### src/rtl/reg_wb_ctrl_if.sv
// rtl/reg_wb_ctrl_if.sv - pipeline-to-writeback bus for reg_wb_ctrl
//
// Purpose: groups the ALU result, long-latency result, issue/scoreboard,
// decode hazard and register-file write signals of reg_wb_ctrl.
// Modports:
//   master - pipeline side: drives results, issue and decode sources;
//            observes ready, busy/fwd and the register-file write port.
//   slave  - reg_wb_ctrl side (the mirror image of master).
// Signals:
//   alu_valid/alu_ready/alu_rd/alu_data   single-cycle ALU result
//   mem_valid/mem_ready/mem_rd/mem_data   long-latency result
//   issue_valid/issue_rd/issue_busy       long-latency issue check
//   rs1/rs2, rs1_busy/rs2_busy            decode hazard query
//   rs1_fwd/rs2_fwd/fwd_data              decode forwarding
//   write/wrAddr/wrData                   register-file write port

interface reg_wb_ctrl_if #(
  parameter int XLEN = 32
);
  logic            alu_valid;
  logic            alu_ready;
  logic [4:0]      alu_rd;
  logic [XLEN-1:0] alu_data;

  logic            mem_valid;
  logic            mem_ready;
  logic [4:0]      mem_rd;
  logic [XLEN-1:0] mem_data;

  logic            issue_valid;
  logic [4:0]      issue_rd;
  logic            issue_busy;

  logic [4:0]      rs1;
  logic [4:0]      rs2;
  logic            rs1_busy;
  logic            rs2_busy;
  logic            rs1_fwd;
  logic            rs2_fwd;
  logic [XLEN-1:0] fwd_data;

  logic            write;
  logic [4:0]      wrAddr;
  logic [XLEN-1:0] wrData;

  modport master (
    output alu_valid, alu_rd, alu_data,
    output mem_valid, mem_rd, mem_data,
    output issue_valid, issue_rd,
    output rs1, rs2,
    input  alu_ready, mem_ready, issue_busy,
    input  rs1_busy, rs2_busy, rs1_fwd, rs2_fwd, fwd_data,
    input  write, wrAddr, wrData
  );

  modport slave (
    input  alu_valid, alu_rd, alu_data,
    input  mem_valid, mem_rd, mem_data,
    input  issue_valid, issue_rd,
    input  rs1, rs2,
    output alu_ready, mem_ready, issue_busy,
    output rs1_busy, rs2_busy, rs1_fwd, rs2_fwd, fwd_data,
    output write, wrAddr, wrData
  );
endinterface

### src/rtl/reg_wb_ctrl.sv
// rtl/reg_wb_ctrl.sv - register-file write-side controller with result FIFO and scoreboard
//
// Purpose: merges single-cycle ALU results and buffered long-latency results
// into the one register-file write port, tracks pending long-latency
// destinations and reports decode-stage RAW hazards.
// Parameters: XLEN data width; FIFO_DEPTH long-latency buffer entries
// (power of two, >= 2).
// Configuration macro: REG_WB_FWD_EN - when defined, a value on the write
// port is forwarded to decode (rsN_fwd/fwd_data); when undefined, forwarding
// outputs are 0 and a matching write port stalls decode for one cycle instead.
// Ports:
//   clk    clock, all state on the rising edge
//   reset  asynchronous active-low reset
//   bus    reg_wb_ctrl_if.slave (results, issue, hazard, write port)

module reg_wb_ctrl #(
  parameter int XLEN       = 32,
  parameter int FIFO_DEPTH = 4
) (
  input  logic           clk,
  input  logic           reset,
  reg_wb_ctrl_if.slave   bus
);

  localparam int PTR_W = $clog2(FIFO_DEPTH);

  localparam logic [PTR_W-1:0] PTR_ONE  = 1;
  localparam logic [PTR_W:0]   CNT_ONE  = 1;
  localparam logic [PTR_W:0]   CNT_FULL = FIFO_DEPTH;

  typedef struct packed {
    logic [4:0]      rd;
    logic [XLEN-1:0] data;
  } wb_entry_t;

  // Long-latency result buffer (storage needs no reset: count gates reads)
  wb_entry_t        fifo_q [FIFO_DEPTH];
  logic [PTR_W-1:0] rd_ptr_q, rd_ptr_d;
  logic [PTR_W-1:0] wr_ptr_q, wr_ptr_d;
  logic [PTR_W:0]   count_q,  count_d;

  // Registered write port
  logic             write_q,   write_d;
  logic [4:0]       wr_addr_q, wr_addr_d;
  logic [XLEN-1:0]  wr_data_q, wr_data_d;

  // Pending-destination scoreboard; bit 0 is never set
  logic [31:0]      pending_q, pending_d;

  logic      fifo_full;
  logic      fifo_empty;
  logic      accept_ok;
  logic      alu_accept;
  logic      mem_accept;
  logic      push;
  logic      pop;
  wb_entry_t head;

  assign fifo_full  = (count_q == CNT_FULL);
  assign fifo_empty = (count_q == '0);
  assign head       = fifo_q[rd_ptr_q];

  // Both sources are refused while in reset. Readiness depends only on the
  // current occupancy so no combinational path runs from a pop to a push.
  assign accept_ok  = reset && !fifo_full;

  assign alu_accept = bus.alu_valid && accept_ok;
  assign mem_accept = bus.mem_valid && accept_ok;

  // x0 results are acknowledged but never occupy a slot
  assign push = mem_accept && (bus.mem_rd != 5'd0);

  // ALU has priority unless the FIFO is full (then alu_ready is low)
  assign pop  = !alu_accept && !fifo_empty;

  assign bus.alu_ready = accept_ok;
  assign bus.mem_ready = accept_ok;

  // ---------------------------------------------------------------------
  // FIFO pointers and occupancy
  // ---------------------------------------------------------------------
  always_comb begin
    rd_ptr_d = rd_ptr_q;
    wr_ptr_d = wr_ptr_q;
    count_d  = count_q;
    if (push) begin
      wr_ptr_d = wr_ptr_q + PTR_ONE;
    end
    if (pop) begin
      rd_ptr_d = rd_ptr_q + PTR_ONE;
    end
    unique case ({push, pop})
      2'b10:   count_d = count_q + CNT_ONE;
      2'b01:   count_d = count_q - CNT_ONE;
      default: count_d = count_q;
    endcase
  end

  always_ff @(posedge clk) begin
    if (push) begin
      fifo_q[wr_ptr_q] <= '{rd: bus.mem_rd, data: bus.mem_data};
    end
  end

  // ---------------------------------------------------------------------
  // Write-port arbitration
  // ---------------------------------------------------------------------
  always_comb begin
    write_d   = 1'b0;
    wr_addr_d = wr_addr_q;
    wr_data_d = wr_data_q;
    if (alu_accept) begin
      // ALU result for x0 is consumed with no write
      if (bus.alu_rd != 5'd0) begin
        write_d   = 1'b1;
        wr_addr_d = bus.alu_rd;
        wr_data_d = bus.alu_data;
      end
    end else if (pop) begin
      if (head.rd != 5'd0) begin
        write_d   = 1'b1;
        wr_addr_d = head.rd;
        wr_data_d = head.data;
      end
    end
  end

  // ---------------------------------------------------------------------
  // Scoreboard: a new issue overrides a same-cycle retirement
  // ---------------------------------------------------------------------
  always_comb begin
    pending_d = pending_q;
    if (pop) begin
      pending_d[head.rd] = 1'b0;
    end
    if (bus.issue_valid && (bus.issue_rd != 5'd0)) begin
      pending_d[bus.issue_rd] = 1'b1;
    end
    pending_d[0] = 1'b0;
  end

  // ---------------------------------------------------------------------
  // State registers
  // ---------------------------------------------------------------------
  always_ff @(posedge clk or negedge reset) begin
    if (!reset) begin
      rd_ptr_q  <= '0;
      wr_ptr_q  <= '0;
      count_q   <= '0;
      write_q   <= 1'b0;
      wr_addr_q <= '0;
      wr_data_q <= '0;
      pending_q <= '0;
    end else begin
      rd_ptr_q  <= rd_ptr_d;
      wr_ptr_q  <= wr_ptr_d;
      count_q   <= count_d;
      write_q   <= write_d;
      wr_addr_q <= wr_addr_d;
      wr_data_q <= wr_data_d;
      pending_q <= pending_d;
    end
  end

  assign bus.write  = write_q;
  assign bus.wrAddr = wr_addr_q;
  assign bus.wrData = wr_data_q;

  // ---------------------------------------------------------------------
  // Hazard detection
  // ---------------------------------------------------------------------
  logic rs1_pend, rs2_pend;
  logic rs1_hit,  rs2_hit;

  assign rs1_pend = pending_q[bus.rs1];
  assign rs2_pend = pending_q[bus.rs2];

  // Source matches the value being written this cycle
  assign rs1_hit  = write_q && (wr_addr_q == bus.rs1) && (bus.rs1 != 5'd0);
  assign rs2_hit  = write_q && (wr_addr_q == bus.rs2) && (bus.rs2 != 5'd0);

  assign bus.issue_busy = pending_q[bus.issue_rd];

`ifdef REG_WB_FWD_EN
  assign bus.rs1_busy = rs1_pend;
  assign bus.rs2_busy = rs2_pend;
  assign bus.rs1_fwd  = rs1_hit;
  assign bus.rs2_fwd  = rs2_hit;
  assign bus.fwd_data = wr_data_q;
`else
  // Without the bypass, a matching write stalls decode until the
  // register file holds the value
  assign bus.rs1_busy = rs1_pend || rs1_hit;
  assign bus.rs2_busy = rs2_pend || rs2_hit;
  assign bus.rs1_fwd  = 1'b0;
  assign bus.rs2_fwd  = 1'b0;
  assign bus.fwd_data = '0;
`endif

endmodule

### src/flat_wrapper.sv
// flat-port wrapper written by rule: the top's interface ports become plain ports
module reg_wb_ctrl_flat 
#(
  parameter int XLEN       = 32,
  parameter int FIFO_DEPTH = 4
)
  (clk, reset, bus_alu_valid, bus_alu_rd, bus_alu_data, bus_mem_valid, bus_mem_rd, bus_mem_data, bus_issue_valid, bus_issue_rd, bus_rs1, bus_rs2, bus_alu_ready, bus_mem_ready, bus_issue_busy, bus_rs1_busy, bus_rs2_busy, bus_rs1_fwd, bus_rs2_fwd, bus_fwd_data, bus_write, bus_wrAddr, bus_wrData);
  reg_wb_ctrl_if #(.XLEN(XLEN)) bus_i ();
  input  logic clk;
  input  logic reset;
  input wire logic [$bits(bus_i.alu_valid)-1:0] bus_alu_valid;
  input wire logic [$bits(bus_i.alu_rd)-1:0] bus_alu_rd;
  input wire logic [$bits(bus_i.alu_data)-1:0] bus_alu_data;
  input wire logic [$bits(bus_i.mem_valid)-1:0] bus_mem_valid;
  input wire logic [$bits(bus_i.mem_rd)-1:0] bus_mem_rd;
  input wire logic [$bits(bus_i.mem_data)-1:0] bus_mem_data;
  input wire logic [$bits(bus_i.issue_valid)-1:0] bus_issue_valid;
  input wire logic [$bits(bus_i.issue_rd)-1:0] bus_issue_rd;
  input wire logic [$bits(bus_i.rs1)-1:0] bus_rs1;
  input wire logic [$bits(bus_i.rs2)-1:0] bus_rs2;
  output wire logic [$bits(bus_i.alu_ready)-1:0] bus_alu_ready;
  output wire logic [$bits(bus_i.mem_ready)-1:0] bus_mem_ready;
  output wire logic [$bits(bus_i.issue_busy)-1:0] bus_issue_busy;
  output wire logic [$bits(bus_i.rs1_busy)-1:0] bus_rs1_busy;
  output wire logic [$bits(bus_i.rs2_busy)-1:0] bus_rs2_busy;
  output wire logic [$bits(bus_i.rs1_fwd)-1:0] bus_rs1_fwd;
  output wire logic [$bits(bus_i.rs2_fwd)-1:0] bus_rs2_fwd;
  output wire logic [$bits(bus_i.fwd_data)-1:0] bus_fwd_data;
  output wire logic [$bits(bus_i.write)-1:0] bus_write;
  output wire logic [$bits(bus_i.wrAddr)-1:0] bus_wrAddr;
  output wire logic [$bits(bus_i.wrData)-1:0] bus_wrData;
  assign bus_i.alu_valid = bus_alu_valid;
  assign bus_i.alu_rd = bus_alu_rd;
  assign bus_i.alu_data = bus_alu_data;
  assign bus_i.mem_valid = bus_mem_valid;
  assign bus_i.mem_rd = bus_mem_rd;
  assign bus_i.mem_data = bus_mem_data;
  assign bus_i.issue_valid = bus_issue_valid;
  assign bus_i.issue_rd = bus_issue_rd;
  assign bus_i.rs1 = bus_rs1;
  assign bus_i.rs2 = bus_rs2;
  assign bus_alu_ready = bus_i.alu_ready;
  assign bus_mem_ready = bus_i.mem_ready;
  assign bus_issue_busy = bus_i.issue_busy;
  assign bus_rs1_busy = bus_i.rs1_busy;
  assign bus_rs2_busy = bus_i.rs2_busy;
  assign bus_rs1_fwd = bus_i.rs1_fwd;
  assign bus_rs2_fwd = bus_i.rs2_fwd;
  assign bus_fwd_data = bus_i.fwd_data;
  assign bus_write = bus_i.write;
  assign bus_wrAddr = bus_i.wrAddr;
  assign bus_wrData = bus_i.wrData;
  reg_wb_ctrl #(.XLEN(XLEN), .FIFO_DEPTH(FIFO_DEPTH)) u_core (.clk(clk), .reset(reset), .bus(bus_i));
endmodule
### config.mk
export PLATFORM = sky130hd
export DESIGN_NAME = reg_wb_ctrl_flat
export DESIGN_NICKNAME = d
export VERILOG_FILES = /design/src/rtl/reg_wb_ctrl_if.sv /design/src/rtl/reg_wb_ctrl.sv /design/src/flat_wrapper.sv
export SDC_FILE = /design/constraint.sdc
export NUM_CORES = 1
export LEC_CHECK = 0
export ABC_CLOCK_PERIOD_IN_PS = 5100
export CAP_MARGIN = 20
export CORE_MARGIN = 8
export CORE_UTILIZATION = 53
export DETAILED_ROUTE_END_ITERATION = 12
export GPL_ROUTABILITY_DRIVEN = 1
export HOLD_SLACK_MARGIN = 0.06
export PLACE_DENSITY_LB_ADDON = 0.2
export SLEW_MARGIN = 5
export SYNTH_ARGS = -nofsm -noshare
export SYNTH_HDL_FRONTEND = slang
export SYNTH_SLANG_ARGS = --single-unit
### constraint.sdc
create_clock -name clk -period 5.1 [get_ports clk]
set_input_delay 1.53 -clock clk [delete_from_list [all_inputs] [get_ports clk]]
set_output_delay 1.53 -clock clk [all_outputs]
set_load 0.05 [all_outputs]
==> run_results.csv <==
group,metric,value,unit
outcome,status,"complete, no violations",
sta,post-route-period-util,98.41,%
power,irDropWorstVdd,0.3716,mV
setup_path,rrSetupSlack,1540,ps
yosys,synth_area_per_cell,15.39,um^2
sta,slew_violations,0,
run,drv_cap,0,
drt,drc,0,
place,io_buffer_count,136,
setup_path,path_cells,"clkdlybuf4s50_1, buf_12, mux4_2, nor2_1, a311oi_1, o32ai_1, o21ai_0, buf_4",
clock_network,numCtsBuffers,22,
finish,nNetsFinal,900,
yosys,yosysWarnings,0,
yosys,ys_seq_elements,224,
yosys,syn_area,10120,um^2
clock_network,holdBufCountCts,0,
yosys,synth-seq-area-share,62.68,%
clock_network,clock-root-buffer,"clkbuf_16",
clock_network,cts_htree_levels,1,
sta,hold_violations,0,
drt,first_pass_iters,5,
sta,fin_ws,81.32,ps
drt,drtIter0Drc,463,
clock_network,cts_tree,"yes",
grt,grt_pass1_wl,38090,um
drt,wire_per_inst,23.48,um
clock_network,clk_pin_slew_worst_paths,60,ps
grt,overflow,0,
place,pre_cts_ws,-73.29,ps
grt,antenna_found_initial,0,
finish,diodes,0,
floorplanning,die_w,154.2,um
grt,grt_max_degree,43,
yosys,synth_edf_count,148,
setup_path,setup.worst_path.end_class,"output port",
hold_path,hold_depth,2,
setup_path,critPathTopFamily,"buffers and inverters",
yosys,ys_async_sr_fraction,33.93,%
sta,rsz0062_at_grt,"no",
floorplanning,num_io_pins,171,
setup_path,cp_num_buf_inv,3,
hold_path,worst_hold_path_type,"register to register",
setup_path,worstReg2RegEnd,"u_core.bus.wrData[4]",
yosys,yosysUniqueCellTypes,45,
floorplanning,dieHeight,154.2,um
grt,grtUsageTotal,20.58,%
hold_path,min_to,"u_core.bus.wrData[18]",
setup_path,path_class,"input port to output port",
clock_network,clockBufferDepth,3,
power,power.density,587.8,nW/um^2
sta,fin_crit,5019,ps
sta,setup_viol,0,
yosys,ys.flop_type,"edfxtp_1",
setup_path,required,3570,ps
clock_network,clk_latency,500,ps
setup_path,r2r-start,"u_core.rd_ptr_q[0]",
sta,fin_tns_setup,0,ps
finish,drive_above_1_share,18.75,%
sta,skew,10.78,ps
floorplanning,core,18710,um^2
sta,tightestPinTransition,1064,ps
place,dp_hpwl,16980,um
power,leakagePower,4.331,nW
sta,slew_headroom,29.08,%
setup_path,cp-start-kind,"input port",
floorplanning,initial_core_util,54.13,%
finish,area_growth,21.42,%
hold_path,min-delay-start,"u_core.bus.wrData[18]",
floorplanning,rows,50,
drt,ant_nets,0,
drt,wl,24650,um
setup_path,cp_max_fo,13,
drt,route.vias.total,6244,
setup_path,arrival,3490,ps
place,gp_congestion,0.9553,
setup_path,slowest_stage,"clkdlybuf4s50_1",
yosys,syn-instance-count,658,
grt,grt_pass1_vias,6564,
setup_path,max_stage_delay,510,ps
clock_network,cts.sinks,224,
setup_path,reg2reg_depth,6,
drt,vias_per_cell,5.947,
sta,fmax,0.1993,GHz
floorplanning,die_area,23780,um^2
worst max path at each step:
stage | start | endpoint | slack, ps | cells after the start
finish | bus_rs1[1] | bus_rs1_busy | 80 | 8
global placement | bus_rs2[1] | bus_rs2_busy | -30 | 6
CTS | bus_rs1[1] | bus_rs1_busy | 70 | 8
floorplan | bus_rs2[1] | bus_rs2_busy | 140 | 4
global route | bus_rs1[1] | bus_rs1_busy | 10 | 8
detailed placement | bus_rs2[1] | bus_rs2_busy | -70 | 6
sequential cells by signal (all words and copies together) (netlist names):
signal,flops
u_core.bus.wrData,32
u_core.bus.wrAddr,5
u_core.fifo_q,148
u_core.pending_q,31
u_core.bus.write,1
u_core.rd_ptr_q,2
u_core.count_q,3
u_core.wr_ptr_q,2
timing repair:
item	in CTS	in global routing
setup endpoints to repair	2	0
buffers inserted	1	0
resized for setup	4	0
per-stage QoR:
| step | cells | cell area, um^2 | power (mW) | util [%] | hold slack [ps] |
|---|---|---|---|---|---|
| 3_5_place_dp | 1009 | 11620 | 5.753 | 62.10 | 504.2 |
| 6_report | 1050 | 12290 | 7.226 | 65.72 | 518.5 |
| 5_1_grt | 1050 | 12290 | 7.565 | 65.72 | 543.4 |
| 2_1_floorplan | 691 | 10250 | 4.793 | - | 471.1 |
| 4_1_cts | 1050 | 12290 | 7.266 | 65.72 | 518.8 |
| 3_3_place_gp | 1009 | 11620 | 5.677 | 62.10 | 496.0 |
cell usage after synthesis (2+ instances only):
master	count	share of area (%)
nor3_1	4	0.20
ha_1	5	0.62
o21ai_0	68	3.4
clkbuf_1	22	0.82
xnor2_1	5	0.43
nand3b_1	9	0.67
mux2_2	6	0.67
a31oi_1	2	0.12
nor2b_1	7	0.43
or3b_2	5	0.43
nor4_1	3	0.19
o211ai_1	2	0.15
buf_2	2	0.099
nand2_1	13	0.48
nand2b_1	7	0.43
a21oi_1	61	3.0
buf_1	3	0.11
inv_1	7	0.26
and2_1	6	0.37
or3_1	2	0.12
mux4_2	57	13
nand3_1	6	0.30
mux2i_1	40	4.0
a21oi_2	20	1.7
buf_4	35	2.6
edfxtp_1	148	44
nor2_1	6	0.22
buf_6	7	0.78
dfrtp_1	76	19
xor2_1	9	0.78
layout make-up:
| cell class | count | area (um^2) |
|---|---|---|
| clock buffers | 30 | 580.6 |
| clock inverters | 10 | 83.83 |
| fillers | 1331 | 6412 |
| inverters | 7 | 26.28 |
| multi-input cells | 391 | 3450 |
| flip-flops and latches | 224 | 6349 |
| well taps | 234 | 292.8 |
| repair buffers | 154 | 1511 |
report_power, final:
| part | internal, mW | leakage, nW | switching (mW) |
|---|---|---|---|
| Sequential | 2.39 | 2.23 | 0.468 |
| Combinational | 1.19 | 1.77 | 1.67 |
| Clock | 0.853 | 0.328 | 0.648 |
logic make-up after synthesis:
family	count (synthesis)	share of synthesized area [%]
AO/OA/AOI/OAI	160	8.947
XOR/XNOR	14	1.211
adder cells (fa/ha/maj)	6	0.8156
buffers and inverters	76	4.659
flip-flops	224	62.68
multiplexers	103	17.30
other	1	0.03704
AND/OR/NAND/NOR	74	4.350
worst min-delay path: stages, from the launching register on:
cell and delay [ps]:
dfrtp_1 340, a21oi_1 50, a21oi_2 90
routing by layer:
| metal | global-route usage (%) | up-vias | part of all wire [%] |
|---|---|---|---|
| li1 | - | 2760 | - |
| met1 | 26.72 | 3187 | 42 |
| met2 | 34.39 | 256 | 48 |
| met3 | 4.235 | 41 | 7.2 |
| met4 | 6.300 | 0 | 2.6 |
| met5 | 0 | - | 0 |
cell usage in the layout (no fill, tap or decap), drive strengths merged, types with 2 or more instances in the layout:
cell	netlist	final
xor2	9	9
and2	7	7
o21ai	68	68
inv	7	7
ha	5	5
clkdlybuf4s50	0	128
edfxtp	148	148
mux2i	40	40
nor4	3	3
nand3	6	6
xnor2	5	5
nand3b	9	9
mux4	57	57
nor3	4	4
nor2b	7	7
or3b	5	5
mux2	6	6
buf	47	24
a21oi	81	81
or3	3	3
nor2	6	6
clkinv	0	9
clkbuf	22	30
nand2b	7	7
dfrtp	76	76
nand2	13	13
a31oi	2	2
o211ai	2	2
conb	1	34
dlygate4sd2	0	2
(Power assumes the default switching activity.)
